===== src/rtl/eim_pkg.sv =====
// Shared types and constants for the EIM DA-port controller.
package eim_pkg;

  localparam int unsigned EIM_BUS_WIDTH = 16;
  localparam logic [31:0] EIM_ERR_WORD  = 32'hDEAD_BEEF;

  typedef enum logic [2:0] {
    ST_IDLE,
    ST_ADDR,
    ST_WR,
    ST_RD_REQ,
    ST_RD_WAIT,
    ST_RD_DRIVE
  } eim_state_e;

endpackage


===== src/rtl/eim_sync.sv =====
// Single-bit two-flop synchronizer with a configurable reset value.
module eim_sync #(
  parameter logic RST_VAL = 1'b1
) (
  input  logic clk,
  input  logic rst_n,
  input  logic d,
  output logic q
);

  logic meta_q;
  logic sync_q;

  always_ff @(posedge clk) begin
    if (!rst_n) begin
      meta_q <= RST_VAL;
      sync_q <= RST_VAL;
    end else begin
      meta_q <= d;
      sync_q <= meta_q;
    end
  end

  assign q = sync_q;

endmodule


===== src/rtl/eim_da_ctrl.sv =====
// EIM slave: syncs host strobes, latches the muxed address and turns two DA beats into one 32-bit access.
module eim_da_ctrl
  import eim_pkg::*;
#(
  parameter int unsigned BUS_WIDTH  = EIM_BUS_WIDTH,
  parameter int unsigned ADDR_WIDTH = 16,
  parameter int unsigned TIMEOUT    = 255
) (
  input  logic                   sys_clk,
  input  logic                   sys_rst_n,
  input  logic                   eim_cs_n,
  input  logic                   eim_lba_n,
  input  logic                   eim_wr_n,
  input  logic                   eim_oe_n,
  output logic                   eim_wait_n,
  input  logic [BUS_WIDTH-1:0]   phy_ro,
  output logic [BUS_WIDTH-1:0]   phy_di,
  output logic                   phy_t,
  output logic [ADDR_WIDTH-1:0]  sys_addr,
  output logic                   sys_wr,
  output logic [2*BUS_WIDTH-1:0] sys_wdata,
  output logic                   sys_rd,
  input  logic [2*BUS_WIDTH-1:0] sys_rdata,
  input  logic                   sys_rvalid
);

  localparam int unsigned DW = 2 * BUS_WIDTH;
  localparam int unsigned TW = (TIMEOUT > 1) ? $clog2(TIMEOUT) : 1;
  localparam logic [TW-1:0] TMO_LAST = TW'(TIMEOUT - 1);
  localparam logic [DW-1:0] ERR_WORD = DW'(EIM_ERR_WORD);

  logic cs_s, lba_s, wr_s, oe_s;

  eim_sync #(.RST_VAL(1'b1)) u_sync_cs  (.clk(sys_clk), .rst_n(sys_rst_n), .d(eim_cs_n),  .q(cs_s));
  eim_sync #(.RST_VAL(1'b1)) u_sync_lba (.clk(sys_clk), .rst_n(sys_rst_n), .d(eim_lba_n), .q(lba_s));
  eim_sync #(.RST_VAL(1'b1)) u_sync_wr  (.clk(sys_clk), .rst_n(sys_rst_n), .d(eim_wr_n),  .q(wr_s));
  eim_sync #(.RST_VAL(1'b1)) u_sync_oe  (.clk(sys_clk), .rst_n(sys_rst_n), .d(eim_oe_n),  .q(oe_s));

  eim_state_e            state_q, state_d;
  logic                  wr_p_q, oe_p_q;
  logic                  beat_q, beat_d;
  logic [TW-1:0]         tmo_q, tmo_d;
  logic [ADDR_WIDTH-1:0] addr_q, addr_d;
  logic [DW-1:0]         wdata_q, wdata_d;
  logic [DW-1:0]         rdata_q, rdata_d;
  logic [BUS_WIDTH-1:0]  phy_di_q, phy_di_d;
  logic                  phy_t_q, phy_t_d;
  logic                  wait_n_q, wait_n_d;
  logic                  sys_wr_q, sys_wr_d;
  logic                  sys_rd_q, sys_rd_d;

  logic          wr_fall, wr_rise, oe_fall, oe_rise;
  logic [DW-1:0] rword;

  assign wr_fall = wr_p_q & ~wr_s;
  assign wr_rise = ~wr_p_q & wr_s;
  assign oe_fall = oe_p_q & ~oe_s;
  assign oe_rise = ~oe_p_q & oe_s;
  assign rword   = sys_rvalid ? sys_rdata : ERR_WORD;

  always_comb begin
    state_d  = state_q;
    beat_d   = beat_q;
    tmo_d    = tmo_q;
    addr_d   = addr_q;
    wdata_d  = wdata_q;
    rdata_d  = rdata_q;
    phy_di_d = phy_di_q;
    phy_t_d  = phy_t_q;
    wait_n_d = wait_n_q;
    sys_wr_d = 1'b0;
    sys_rd_d = 1'b0;

    if (state_q != ST_IDLE && cs_s) begin
      state_d  = ST_IDLE;
      phy_t_d  = 1'b1;
      wait_n_d = 1'b1;
    end else begin
      unique case (state_q)
        ST_IDLE: begin
          phy_t_d  = 1'b1;
          wait_n_d = 1'b1;
          if (!cs_s && !lba_s) begin
            state_d = ST_ADDR;
            addr_d  = phy_ro[ADDR_WIDTH-1:0];
            beat_d  = 1'b0;
          end
        end
        ST_ADDR: begin
          // The edge that leaves ADDR is itself beat 0, so write data is captured here.
          if (lba_s) begin
            if (wr_fall) begin
              state_d                  = ST_WR;
              wdata_d[BUS_WIDTH-1:0]   = phy_ro;
            end else if (oe_fall) begin
              state_d  = ST_RD_REQ;
              sys_rd_d = 1'b1;
              wait_n_d = 1'b0;
            end
          end
        end
        ST_WR: begin
          if (wr_fall && beat_q)
            wdata_d[DW-1:BUS_WIDTH] = phy_ro;
          if (wr_rise) begin
            beat_d = beat_q + 1'b1;
            if (beat_q) begin
              sys_wr_d = 1'b1;
              state_d  = ST_IDLE;
            end
          end
        end
        ST_RD_REQ: begin
          wait_n_d = 1'b0;
          tmo_d    = '0;
          state_d  = ST_RD_WAIT;
        end
        ST_RD_WAIT: begin
          // Data and timeout share one exit path; rword picks the error word when rvalid is absent.
          if (sys_rvalid || tmo_q == TMO_LAST) begin
            rdata_d  = rword;
            phy_di_d = rword[BUS_WIDTH-1:0];
            phy_t_d  = oe_s;
            wait_n_d = 1'b1;
            state_d  = ST_RD_DRIVE;
          end else begin
            tmo_d = tmo_q + 1'b1;
          end
        end
        ST_RD_DRIVE: begin
          phy_t_d = oe_s;
          if (!oe_s)
            phy_di_d = beat_q ? rdata_q[DW-1:BUS_WIDTH] : rdata_q[BUS_WIDTH-1:0];
          if (oe_rise) begin
            beat_d = beat_q + 1'b1;
            if (beat_q)
              state_d = ST_IDLE;
          end
        end
        default: state_d = ST_IDLE;
      endcase
    end
  end

  always_ff @(posedge sys_clk) begin
    if (!sys_rst_n) begin
      state_q  <= ST_IDLE;
      wr_p_q   <= 1'b1;
      oe_p_q   <= 1'b1;
      beat_q   <= 1'b0;
      tmo_q    <= '0;
      addr_q   <= '0;
      wdata_q  <= '0;
      rdata_q  <= '0;
      phy_di_q <= '0;
      phy_t_q  <= 1'b1;
      wait_n_q <= 1'b1;
      sys_wr_q <= 1'b0;
      sys_rd_q <= 1'b0;
    end else begin
      state_q  <= state_d;
      wr_p_q   <= wr_s;
      oe_p_q   <= oe_s;
      beat_q   <= beat_d;
      tmo_q    <= tmo_d;
      addr_q   <= addr_d;
      wdata_q  <= wdata_d;
      rdata_q  <= rdata_d;
      phy_di_q <= phy_di_d;
      phy_t_q  <= phy_t_d;
      wait_n_q <= wait_n_d;
      sys_wr_q <= sys_wr_d;
      sys_rd_q <= sys_rd_d;
    end
  end

  assign eim_wait_n = wait_n_q;
  assign phy_di     = phy_di_q;
  assign phy_t      = phy_t_q;
  assign sys_addr   = addr_q;
  assign sys_wr     = sys_wr_q;
  assign sys_wdata  = wdata_q;
  assign sys_rd     = sys_rd_q;

endmodule


===== config.mk =====
export PLATFORM = sky130hd
export DESIGN_NAME = eim_da_ctrl
export DESIGN_NICKNAME = d
export VERILOG_FILES = /design/src/rtl/eim_pkg.sv /design/src/rtl/eim_sync.sv /design/src/rtl/eim_da_ctrl.sv
export SDC_FILE = /design/constraint.sdc
export NUM_CORES = 1
export LEC_CHECK = 0
export CAP_MARGIN = 20
export CORE_MARGIN = 5
export CORE_UTILIZATION = 45
export CTS_CLUSTER_SIZE = 16
export DETAILED_ROUTE_END_ITERATION = 10
export GPL_TIMING_DRIVEN = 0
export PLACE_DENSITY = 0.78
export SLEW_MARGIN = 25
export SYNTH_ARGS = -nofsm -noshare
export SYNTH_HDL_FRONTEND = slang
export SYNTH_SLANG_ARGS = --single-unit

===== constraint.sdc =====
create_clock -name sys_clk -period 1.8 [get_ports sys_clk]
set_input_delay 0.27 -clock sys_clk [delete_from_list [all_inputs] [get_ports sys_clk]]
set_output_delay 0.27 -clock sys_clk [all_outputs]
set_load 0.005 [all_outputs]

==> impl_metrics.env <==
export IMPL_cts_tree="done"
export IMPL_track_usage_pct=22.11
export IMPL_final_area_mm2=0.007396
export IMPL_drive_above_1_share_pct=17.11
export IMPL_syn_cell_area_mm2=0.005080
export IMPL_htreeDepth=4
export IMPL_core_mm2=0.01094
export IMPL_path_max_fanout=10
export IMPL_initial_core_util_pct=46.45
export IMPL_critical_path_required_ns=2.15
export IMPL_yosys_warnings=0
export IMPL_period_needed_ns=1.773
export IMPL_fill_cells=828
export IMPL_vias=4789
export IMPL_diodes=0
export IMPL_p_leak_uw=0.002766
export IMPL_yosysMostFrequentCell="dfxtp_1"
export IMPL_syn_inst=547
export IMPL_cts_buffers_inserted=17
export IMPL_die_area_mm2=0.01351
export IMPL_antenna_found_initial=0
export IMPL_synth_nets=604
export IMPL_multiInputGateArea_mm2=0.002544
export IMPL_fin_util_pct=67.63
export IMPL_synth_top_area_share_pct=48.08
export IMPL_setup_ws_ns=0.02681
export IMPL_setup_viol=0
export IMPL_hold_violations=0
export IMPL_cts_root_buffer="clkbuf_16"
export IMPL_worstSkewPairLatency_ns=0.41
export IMPL_drc=0
export IMPL_cp_top_family="compound AO/OA/AOI/OAI gates"
export IMPL_grt_max_degree=17
export IMPL_cpPeakStageDelay_ns=0.53
export IMPL_areaGrowthSynthToFinish_pct=45.59
export IMPL_yosysUniqueCellTypes=55
export IMPL_peakVddDrop_uv=543.0
export IMPL_io_buffers=121
export IMPL_min_path_type="reg2reg"
export IMPL_io_pins=123
export IMPL_cp_num_buf_inv=2
export IMPL_synth_main_ff_cell="dfxtp_1"
export IMPL_worstSetupStartpointType="flop"
export IMPL_power_uw=6974
export IMPL_place_area_mm2=0.006466
export IMPL_cap_violations=0
export IMPL_grt_pass1_wl_mm=23.57
export IMPL_final_seq_area_mm2=0.002459
export IMPL_synth_edf_count=0
export IMPL_cts_sinks=122
export IMPL_timing_final_crit_share_pct=98.51
export IMPL_power_density_mw_per_mm2=943.0
export IMPL_netlist_top_cells_count="dfxtp_1 (122), nand2_1 (114), mux2i_1 (49), a21oi_1 (46), clkbuf_1 (27)"
export IMPL_syn_area_per_cell_um2=9.287
export IMPL_yosys_area_top_type="dfxtp_1"
export IMPL_yosys_top_cells_area="dfxtp_1 (48%), mux2i_1 (9.7%), nand2_1 (8.4%)"
export IMPL_final_setup_skew_ns=0.004848
export IMPL_ys_seq_elements=122
export IMPL_drtIter0Drc=486
export IMPL_clockBufferDepth=2
export IMPL_endpoint_kind="flop"
export IMPL_cts_hold_buf=0
export IMPL_max_freq_mhz=564.0
export IMPL_async_reset_ff_share_pct=0
export IMPL_cp_arrival_ns=2.13
export IMPL_slowest_stage="or4b_4"
export IMPL_tightest_slew_ns=0.5734
export IMPL_max_slew_margin_pct=61.77
export IMPL_ant_nets=0
export IMPL_routed_wl_mm=15.27
export IMPL_hpwlAfterDp_mm=10.49
export IMPL_nNetsFinal=751
export IMPL_post_place_ws_ns=-0.6496
export IMPL_viasPerCell=5.654
export IMPL_die_x_um=116.2
export IMPL_drt_pre_antenna_iters=5
export IMPL_grt_pass1_vias=4747
export IMPL_drv_slew=0
export IMPL_critPathKind="reg2reg"
export IMPL_path_cells="buf_6 -> or4b_4 -> a21o_1 -> buf_6 -> a2111oi_4 -> a21o_1"
export IMPL_clkSlewWorstSetupHoldPaths_ns=0.06
export IMPL_drt_wirelength_per_cell_um=18.03
export IMPL_row_count=38
export IMPL_outcome="completed"
export IMPL_rsz0062_at_grt="true"
export IMPL_die_y_um=116.2
export IMPL_place_gp_congestion=0.9281
export IMPL_ys_seq_area_share_pct=48.08
export IMPL_overflow=0
==> layout make-up <==
cell class,instances,share of cell area (%)
clock buffers,18,5.803
multi-input cells,376,34.39
flip-flops and latches,122,33.24
plain buffers,39,3.333
well taps,140,2.368
repair buffers,132,17.90
inverters,6,0.3045
clock inverters,14,2.656
==> timing repair <==
| action | CTS | global route |
|---|---|---|
| buffers inserted | 2 | 8 |
| endpoints found under the setup margin | 73 | 76 |
| resized for setup | 33 | 41 |
| gates cloned | 0 | 1 |
| pin swaps | 5 | 5 |
==> metrics by stage <==
| step | instances | setup TNS (ns) | hold slack (ns) |
|---|---|---|---|
| floorplan | 547 | 0 | 0.3715 |
| global placement | 808 | -14.42 | 0.3930 |
| detailed placement | 808 | -17.26 | 0.3947 |
| CTS | 839 | 0 | 0.4082 |
| global route | 847 | -0.2383 | 0.4247 |
| finish | 847 | 0 | 0.4076 |
==> layout by cell type (no fill, tap or decap), types with 4 or more instances in the layout <==
master and n:
a21oi_1 44, buf_4 16, buf_6 4, bufinv_16 4, clkbuf_1 17, clkbuf_16 18
clkbuf_4 4, clkdlybuf4s50_1 121, dfxtp_1 117, dfxtp_4 4, inv_1 6, mux2i_1 49
nand2_1 112, nand2b_1 17, nand3_1 5, nand4_1 4, nor2_1 22, nor3_1 6
nor3b_1 4, o21ai_0 16, o221a_2 25, o311ai_0 5, o311ai_2 5
==> flip-flops by register name, indices dropped and copies added (netlist names), 3 cells and up <==
register   flops
rdata_q       32
sys_wdata     32
phy_di        16
sys_addr      16
tmo_q          8
state_q        3
==> kinds of logic after synthesis <==
kind of cell / share of synthesized area [%]
and+or+nand+nor: 18.15
muxes: 9.655
AOI/OAI and AO/OA: 19.09
adders and majority gates: 0.4925
DFF: 48.08
buffers and inverters: 4.532
==> per-layer routing <==
layer  global-route usage [%]  part of all wire (%)  vias to the layer above  routed length [um]
met1                    28.21                    42                     2272                6471
met2                    37.26                    48                      234                7299
li1                         -                     -                     2249                   -
met4                    6.806                   2.3                        0                 358
met3                    5.130                   7.5                       34                1138
met5                        0                     0                        -                   0
==> power breakdown <==
part / switching [uW] / internal [uW]
registers: 19.1 / 2720
logic: 321 / 280
clock network: 1310 / 2330
==> worst paths after layout <==
check                         startpoint                      to  slack [ns]  depth (start not counted)
min          u_sync_wr.meta_q$_SDFF_PN1_  u_sync_wr.q$_SDFF_PN1_        0.41                          1
max reg2reg      state_q[0]$_SDFFE_PP0P_   tmo_q[1]$_SDFFE_PN0P_        0.03                          6
max              state_q[0]$_SDFFE_PP0P_   tmo_q[1]$_SDFFE_PN0P_        0.03                          6
min reg2reg  u_sync_wr.meta_q$_SDFF_PN1_  u_sync_wr.q$_SDFF_PN1_        0.41                          1
Power figures use the tool's default switching activity.
